## src/rtl/fifo_burst_reader.sv

```systemverilog
// Purpose: reads burst_len words from a registered-output FIFO and streams them downstream.
// Latency: fifo_rd one cycle after start is accepted; out_valid two edges after start.
// Backpressure: up to three words are read ahead into the local buffer, then issue stalls.
module fifo_burst_reader #(
  parameter int WIDTH = 8,
  parameter int LEN_W = 8
) (
  input  logic             clk,
  input  logic             rst,
  input  logic             start,
  input  logic [LEN_W-1:0] burst_len,
  output logic             busy,
  output logic             done,
  output logic [LEN_W-1:0] words_left,
  output logic             fifo_rd,
  input  logic             fifo_empty,
  input  logic [WIDTH-1:0] fifo_data,
  output logic [WIDTH-1:0] out_data,
  output logic             out_valid,
  input  logic             out_ready
);

  typedef enum logic [1:0] {
    IDLE = 2'd0,
    RUN  = 2'd1,
    DONE = 2'd2
  } state_t;

  localparam logic [LEN_W-1:0] LEN_ONE = LEN_W'(1);

  state_t           state_q;
  logic [LEN_W-1:0] words_left_q;
  logic [LEN_W-1:0] issue_q;
  logic [WIDTH-1:0] buf_q [3];
  logic [1:0]       wr_ptr_q, wr_ptr_d;
  logic [1:0]       rd_ptr_q, rd_ptr_d;
  logic [1:0]       occ_q, occ_d;
  logic             inflight_q;
  logic             capture;
  logic             accept;
  logic [2:0]       pending;

  // Three-entry ring: pointers wrap 2 -> 0.
  function automatic logic [1:0] ptr_inc(input logic [1:0] p);
    return (p == 2'd2) ? 2'd0 : p + 2'd1;
  endfunction

  // Words held plus the one still coming back from the FIFO; issue only if a slot is guaranteed.
  assign pending    = {1'b0, occ_q} + {2'b00, inflight_q};
  assign fifo_rd    = (state_q == RUN) && (issue_q != '0) && !fifo_empty && (pending < 3'd3);
  assign capture    = inflight_q;
  assign out_valid  = (occ_q != 2'd0);
  assign accept     = out_valid && out_ready;
  assign out_data   = buf_q[rd_ptr_q];
  assign busy       = (state_q != IDLE);
  assign done       = (state_q == DONE);
  assign words_left = words_left_q;

  // Next pointers and occupancy; a simultaneous capture and accept leaves occupancy unchanged.
  always_comb begin
    wr_ptr_d = capture ? ptr_inc(wr_ptr_q) : wr_ptr_q;
    rd_ptr_d = accept  ? ptr_inc(rd_ptr_q) : rd_ptr_q;
    occ_d    = occ_q;
    if (capture && !accept) begin
      occ_d = occ_q + 2'd1;
    end else if (!capture && accept) begin
      occ_d = occ_q - 2'd1;
    end
  end

  // Buffer storage, pointers and the read-in-flight flag (FIFO data lands one cycle after fifo_rd).
  always_ff @(posedge clk or posedge rst) begin
    if (rst) begin
      for (int i = 0; i < 3; i++) begin
        buf_q[i] <= '0;
      end
      wr_ptr_q   <= 2'd0;
      rd_ptr_q   <= 2'd0;
      occ_q      <= 2'd0;
      inflight_q <= 1'b0;
    end else begin
      if (capture) begin
        buf_q[wr_ptr_q] <= fifo_data;
      end
      wr_ptr_q   <= wr_ptr_d;
      rd_ptr_q   <= rd_ptr_d;
      occ_q      <= occ_d;
      inflight_q <= fifo_rd;
    end
  end

  // Burst control: start capture, issue countdown, completion on the last accepted word.
  always_ff @(posedge clk or posedge rst) begin
    if (rst) begin
      state_q      <= IDLE;
      words_left_q <= '0;
      issue_q      <= '0;
    end else begin
      case (state_q)
        IDLE: begin
          if (start) begin
            if (burst_len != '0) begin
              state_q      <= RUN;
              words_left_q <= burst_len;
              issue_q      <= burst_len;
            end else begin
              state_q <= DONE;
            end
          end
        end
        RUN: begin
          if (fifo_rd) begin
            issue_q <= issue_q - LEN_ONE;
          end
          if (accept && (words_left_q != '0)) begin
            words_left_q <= words_left_q - LEN_ONE;
            if (words_left_q == LEN_ONE) begin
              state_q <= DONE;
            end
          end
        end
        DONE: begin
          state_q <= IDLE;
        end
        default: begin
          state_q <= IDLE;
        end
      endcase
    end
  end

endmodule

```

## config.mk

```make
export PLATFORM = sky130hd
export DESIGN_NAME = fifo_burst_reader
export DESIGN_NICKNAME = d
export VERILOG_FILES = /design/src/rtl/fifo_burst_reader.sv
export SDC_FILE = /design/constraint.sdc
export NUM_CORES = 1
export LEC_CHECK = 0
export ABC_AREA = 1
export ABC_CLOCK_PERIOD_IN_PS = 1550
export CORE_MARGIN = 4
export CORE_UTILIZATION = 29
export DETAILED_ROUTE_END_ITERATION = 10
export PLACE_DENSITY = 0.61
export SETUP_SLACK_MARGIN = 0.1
export SLEW_MARGIN = 20
export SYNTH_ARGS = -nofsm -noshare
export SYNTH_HDL_FRONTEND = slang
export SYNTH_SLANG_ARGS = --single-unit
```

## constraint.sdc

```tcl
create_clock -name clk -period 1.55 [get_ports clk]
set_input_delay 0.155 -clock clk [delete_from_list [all_inputs] [get_ports clk]]
set_output_delay 0.155 -clock clk [all_outputs]
set_load 0.05 [all_outputs]
```

## Word level (Yosys, flattened, before mapping)

Cells that the tools add are included.

| operators by class | value |
|---|---|
| $add $sub $neg | 7 |
| multipliers | 0 |
| divide/modulo/power cells | 0 |
| order comparisons | 4 |
| equal/unequal tests | 10 |
| shifts and indexed selects | 0 |
| muxes and demuxes | 21 |
| bitwise gates (word level) | 2 |
| reductions and logical operators | 22 |

Operators by type and width:

| cell | number |
|---|---|
| 8-bit 2-to-1 mux | 7 |
| 8-bit one-hot mux with 2 select lines | 2 |
| 24-bit bitwise mux | 1 |
| 8-bit nonzero test | 3 |
| 8-bit binary-select mux with 2-bit select | 1 |
| 8-bit demux with 2-bit select | 1 |
| 2-bit 2-to-1 mux | 8 |
| 8-bit by 1-bit subtractor with 8-bit output, second input constant | 2 |
| 8-bit by 1-bit equality test with 1-bit output, second input constant | 1 |
| 1-bit logical AND | 8 |
| 4-bit AND reduction | 2 |
| 2-bit nonzero test | 4 |
| 2-bit by 1-bit adder with 2-bit output, second input constant | 3 |
| 2-bit equality test, second input constant | 3 |
| 3-bit greater-or-equal comparator, second input constant | 2 |
| 2-bit inequality test, second input constant | 3 |
| 2-bit inverter with 3-bit output | 2 |
| 2-bit by 1-bit inequality test with 1-bit output, second input constant | 2 |
| 2-bit one-hot mux with 2 select lines | 1 |
| 2-bit by 1-bit adder with 3-bit output | 1 |
| 1-bit logical NOT | 3 |
| 3-bit by 1-bit < comparator with 1-bit output, second input constant | 1 |
| 3-bit by 2-bit < comparator with 1-bit output, second input constant | 1 |
| 3-bit AND reduction | 1 |
| 3 further kinds | 3 |

| word-level totals | value |
|---|---|
| flip-flop bits (word level) | 49 |
| bits in latches | 0 |
| RAM bits | 0 |
| ROM bits | 0 |
| input port bits | 21 |
| logic and storage cells | 76 |
| memories kept | 0 |

## Longest topological paths before layout

| depth | value |
|---|---|
| depth after elaboration | 6 |
| depth in mapped cells | 11 |
| depth with buffers taken out | 11 |

## Least setup slack after synthesis

OpenSTA, ideal clock, no wires.

| path | value |
|---|---|
| kind | reg-to-reg |
| start | register words_left_q[0], in the netlist words_left[0] |
| end | register words_left_q[4], in the netlist words_left[4] |
| library setup time | 123 ps |
| data arrival time | 1607 ps |
| required time | 1427 ps |
| path slack | -180 ps |
| stages on the path, launching flop included | 10 |
| buffers on the path | 1 |
| period minus slack after synthesis | 1730 ps |
| path through | dfrtp_1 > inv_1 > ha_1 > nand3_1 > o21ai_1 > nand2_1 > nand2_2 > buf_6 > nand2_1 > o21ai_1 |

| on the way | value |
|---|---|
| cells in the longest elaborated chain, start to end | 4 |
| elaborated cells on any way between the ends | 7 |
| those cells by class | add/sub (1); eq/ne (1); mux (2); reduce/logical (3) |

Ends and longest elaborated chain:

| element | RTL line | text |
|---|---|---|
| from (decl) | 32 | `logic [LEN_W-1:0] words_left_q;` |
| from (signal assigned) | 104 | `words_left_q <= burst_len;` |
| from (signal assigned) | 116 | `words_left_q <= words_left_q - LEN_ONE;` |
| parallel branches: the longest is 4 deep, another holds 8-bit by 1-bit subtractor with 8-bit output | n/a |  |

Several ways; the timed one is not identified. The select of a mux whose other input is x is not followed.
A chain may end at the register's enable or synchronous reset.

## Worst setup path after layout

| path | value |
|---|---|
| start | register occ_q[0] |
| end | output fifo_rd |

| on the way | value |
|---|---|
| cells in the longest elaborated chain, start to end | 3 |

Ends and longest elaborated chain:

| element | RTL line | text |
|---|---|---|
| from (decl) | 37 | `logic [1:0] occ_q, occ_d;` |
| from (signal assigned) | 79 | `occ_q <= 2'd0;` |
| from (signal assigned) | 87 | `occ_q <= occ_d;` |
| 2-bit by 1-bit adder with 3-bit output | 49 | `assign pending = {1'b0, occ_q} + {2'b00, inflight_q};` |
| 3-bit by 2-bit < comparator with 1-bit output | 50 | `assign fifo_rd = (state_q == RUN) && (issue_q != '0) && !fifo_empty && (pending < 3'd3);` |
| 1-bit logical AND | 50 |  |
| to (decl) | 15 | `output logic fifo_rd,` |

No other way between the ends.

==> flow_summary.ini <==
[setup_path]
critPathRequiredTime_ns = 1.39
cp.buffers_inverters = 3
cp_slowest_cell = dfrtp_1
crit_path_cell_trace = ha_2 -> ha_4 -> nand2_1 -> inv_1 -> nor2_1 -> nand2_1 -> inv_2 -> buf_12
path_delay_family = adder cells
cp-start-kind = flop
endpoint_kind = primary output
crit_start = occ_q[0]$_DFFE_PP0P_
r2r_start = occ_q[0]$_DFFE_PP0P_
crit_arrival_ns = 1.59
max_stage_delay_ns = 0.39
path_max_fanout = 2
worstSetupPathType = reg2out
crit_top_cell = nand2_1

[place]
dpl_worst_slack_ns = -0.105
port_buffers = 40
dp_hpwl_mm = 5.07
gp_congestion = 0.805

[layout]
nNetsFinal = 479
syn_to_final_growth_pct = 49.8
layout_common_cells = 133 x nand2_1, 43 x dfrtp_1, 42 x buf_4
final_common_cell = nand2_1
finish.utilization = 0.452
fillers = 888
diodes = 0
drive_gt1_frac = 0.312

[cts]
hold_buffers = 0
htree_levels = 2
clk_path_buf_depth = 2
clkTransAtPathRegs_ns = 0.09
numClockSinks = 49
tritoncts = built
clockRootBuffer = clkbuf_8
clock_latency_ns = 0.30
numCtsBuffers = 5

[synthesis]
yosysUniqueCellTypes = 24
seq_area_frac_synth = 0.460
yosys_warnings = 0
synth_top_area_cell = dfrtp_1
ys_seq_elements = 49
syn-cell-area_mm2 = 0.00267
yosysTopAreaCellShare = 0.460
syn_avg_cell_area_um2 = 7.31
synthesis.instances = 365
syn_nets = 393
synth_area_leaders = dfrtp_1 46%, nand2_1 21%, o21ai_0 7.5%

[global_route]
grt_pass1_vias = 2610
grt_max_degree = 50
grt_pass1_wl_mm = 12.1
grtUsageTotal = 0.133
antenna_found_initial = 0
overflow = 0

[sta]
worst_slew_pin_slew_ns = 0.274
max_freq_ghz = 0.572
slew_viol_final = 0
skew_ns = 0.00697
hold_viol_final = 0
setup_violations = 9
slew_headroom = 0.817
rsz0062_at_grt = yes
min_period_over_period = 1.13
min_period_ns = 1.75
fin_ws_ns = -0.199

[run_status]
violations = negative setup slack
status = finished, violations left

[min_path]
hold_class = in2async

[run]
maxCapViolCount = 0

[floorplanning]
rows = 34
initial_utilization = 0.301
die-area_mm2 = 0.0108
die_height_um = 104
die_w_um = 104
core-area_mm2 = 0.00885
ios = 41

[power_and_ir_drop]
power_frac_seq = 0.288
max-vdd-ir-drop_mv = 0.984
p_int_w = 0.00295
p_comb_frac = 0.555
swShare = 0.404
powerDensity_mw_per_mm2 = 1240
clkPwrFrac = 0.158
p_leak_nw = 2.07
p_switching_w = 0.00200

[routing]
drc_errors = 0
num_vias = 2570
via_per_inst = 4.59
drt_wl_total_mm = 7.06
wl_per_cell_um = 12.6
drtPass1Iterations = 4
first_iter_violations = 102
ant_nets = 0
cell usage after synthesis:
cell and n:
nand2_1 150, dfrtp_1 49, o21ai_0 40, inv_1 37
nor2_1 27, nand3_1 17, ha_1 7, a21oi_1 5
inv_2 4, o21ai_1 4, buf_6 3, clkbuf_1 3
nand2_2 3, xor2_1 3, nand3b_1 2, nor2_4 2
o21ai_2 2, a21boi_0 1, buf_2 1, nor3_1 1
o211ai_1 1, o21a_1 1, o21bai_4 1, xnor2_1 1
sequential cells by signal, summed over array words and instances, names as in the netlist:
name        cells
rd_ptr_q        2
wr_ptr_q        2
issue_q         8
buf_q          24
words_left      8
occ_q           2
capture         1
state_q         2
worst reg2reg max path: cells and delay by family, from the launching register on:
| family | cells | cell delay [ns] |
|---|---|---|
| buffers and inverters | 3 | 0.33 |
| adders and majority gates | 2 | 0.41 |
| AOI/OAI and AO/OA | 1 | 0.05 |
| DFF | 1 | 0.39 |
| and+or+nand+nor | 6 | 0.42 |
stage by stage:
step | cells | power, W | setup TNS, ns | instance area, µm² | hold WS, ns
after floorplan | 365 | 0.00254 | 0 | 2710 | 0.331
after global placement | 540 | 0.00371 | -0.745 | 3600 | 0.459
after detailed placement | 540 | 0.00373 | -1.31 | 3600 | 0.474
after CTS | 552 | 0.00477 | -0.950 | 3810 | 0.219
after global routing | 560 | 0.00520 | -2.44 | 4000 | 0.226
final | 560 | 0.00494 | -1.29 | 4000 | 0.210
kinds of logic (layout without fill, tap and decap cells):
logic type	after synthesis	in the layout	share of synthesized area
adders and majority gates	7	7	0.0328
DFF	49	49	0.460
buffers and inverters	48	134	0.0764
xor gates and xnor gates	4	4	0.0131
and+or+nand+nor	202	203	0.304
AOI/OAI and AO/OA	55	55	0.114
area by class of cell:
| cell class | count | area, µm² | share of cell area |
|---|---|---|---|
| repair buffers | 85 | 923 | 0.231 |
| clock inverters | 3 | 21.3 | 0.00532 |
| clock buffers | 5 | 68.8 | 0.0172 |
| well taps | 108 | 135 | 0.0338 |
| multi-input cells | 269 | 1460 | 0.365 |
| flip-flops and latches | 49 | 1230 | 0.309 |
| inverters | 41 | 156 | 0.0391 |
power by group through the flow:
| stage | clock [W] | combinational [W] | sequential (W) |
|---|---|---|---|
| after detailed placement | 0 | 0.00232 | 0.00141 |
| after CTS | 0.000812 | 0.00255 | 0.00140 |
| after global routing | 0.000870 | 0.00290 | 0.00143 |
| after global placement | 0 | 0.00231 | 0.00140 |
| final | 0.000780 | 0.00274 | 0.00142 |
| after floorplan | 0 | 0.00114 | 0.00140 |
what timing repair did:
action	4_1_cts	5_1_grt
pin swaps	16	21
gates resized for setup	26	35
buffers inserted	3	8
setup endpoints to repair	25	28
gates cloned	1	0
worst paths after layout:
path,endpoint,slack (ns),cells past startpoint
hold / removal,buf_q[6]$_DFFE_PP0P_,0.21,3
setup reg to reg,issue_q[4]$_DFFE_PP0P_,-0.15,12
min in group clk,buf_q[6]$_DFFE_PP0P_,0.45,3
hold reg to reg,issue_q[1]$_DFFE_PP0P_,0.49,2
max in group asynchronous,rd_ptr_q[1]$_DFFE_PP0P_,1.09,3
setup / recovery,fifo_rd,-0.20,8
layer usage:
metal / global-route usage / vias up / wire (µm)
met5: 0 / - / 0
met4: 0.0342 / 0 / 83
met3: 0.0304 / 10 / 269
met2: 0.231 / 46 / 3530
met1: 0.166 / 1201 / 3170
li1: - / 1313 / -
Power figures use the tool's default switching activity.
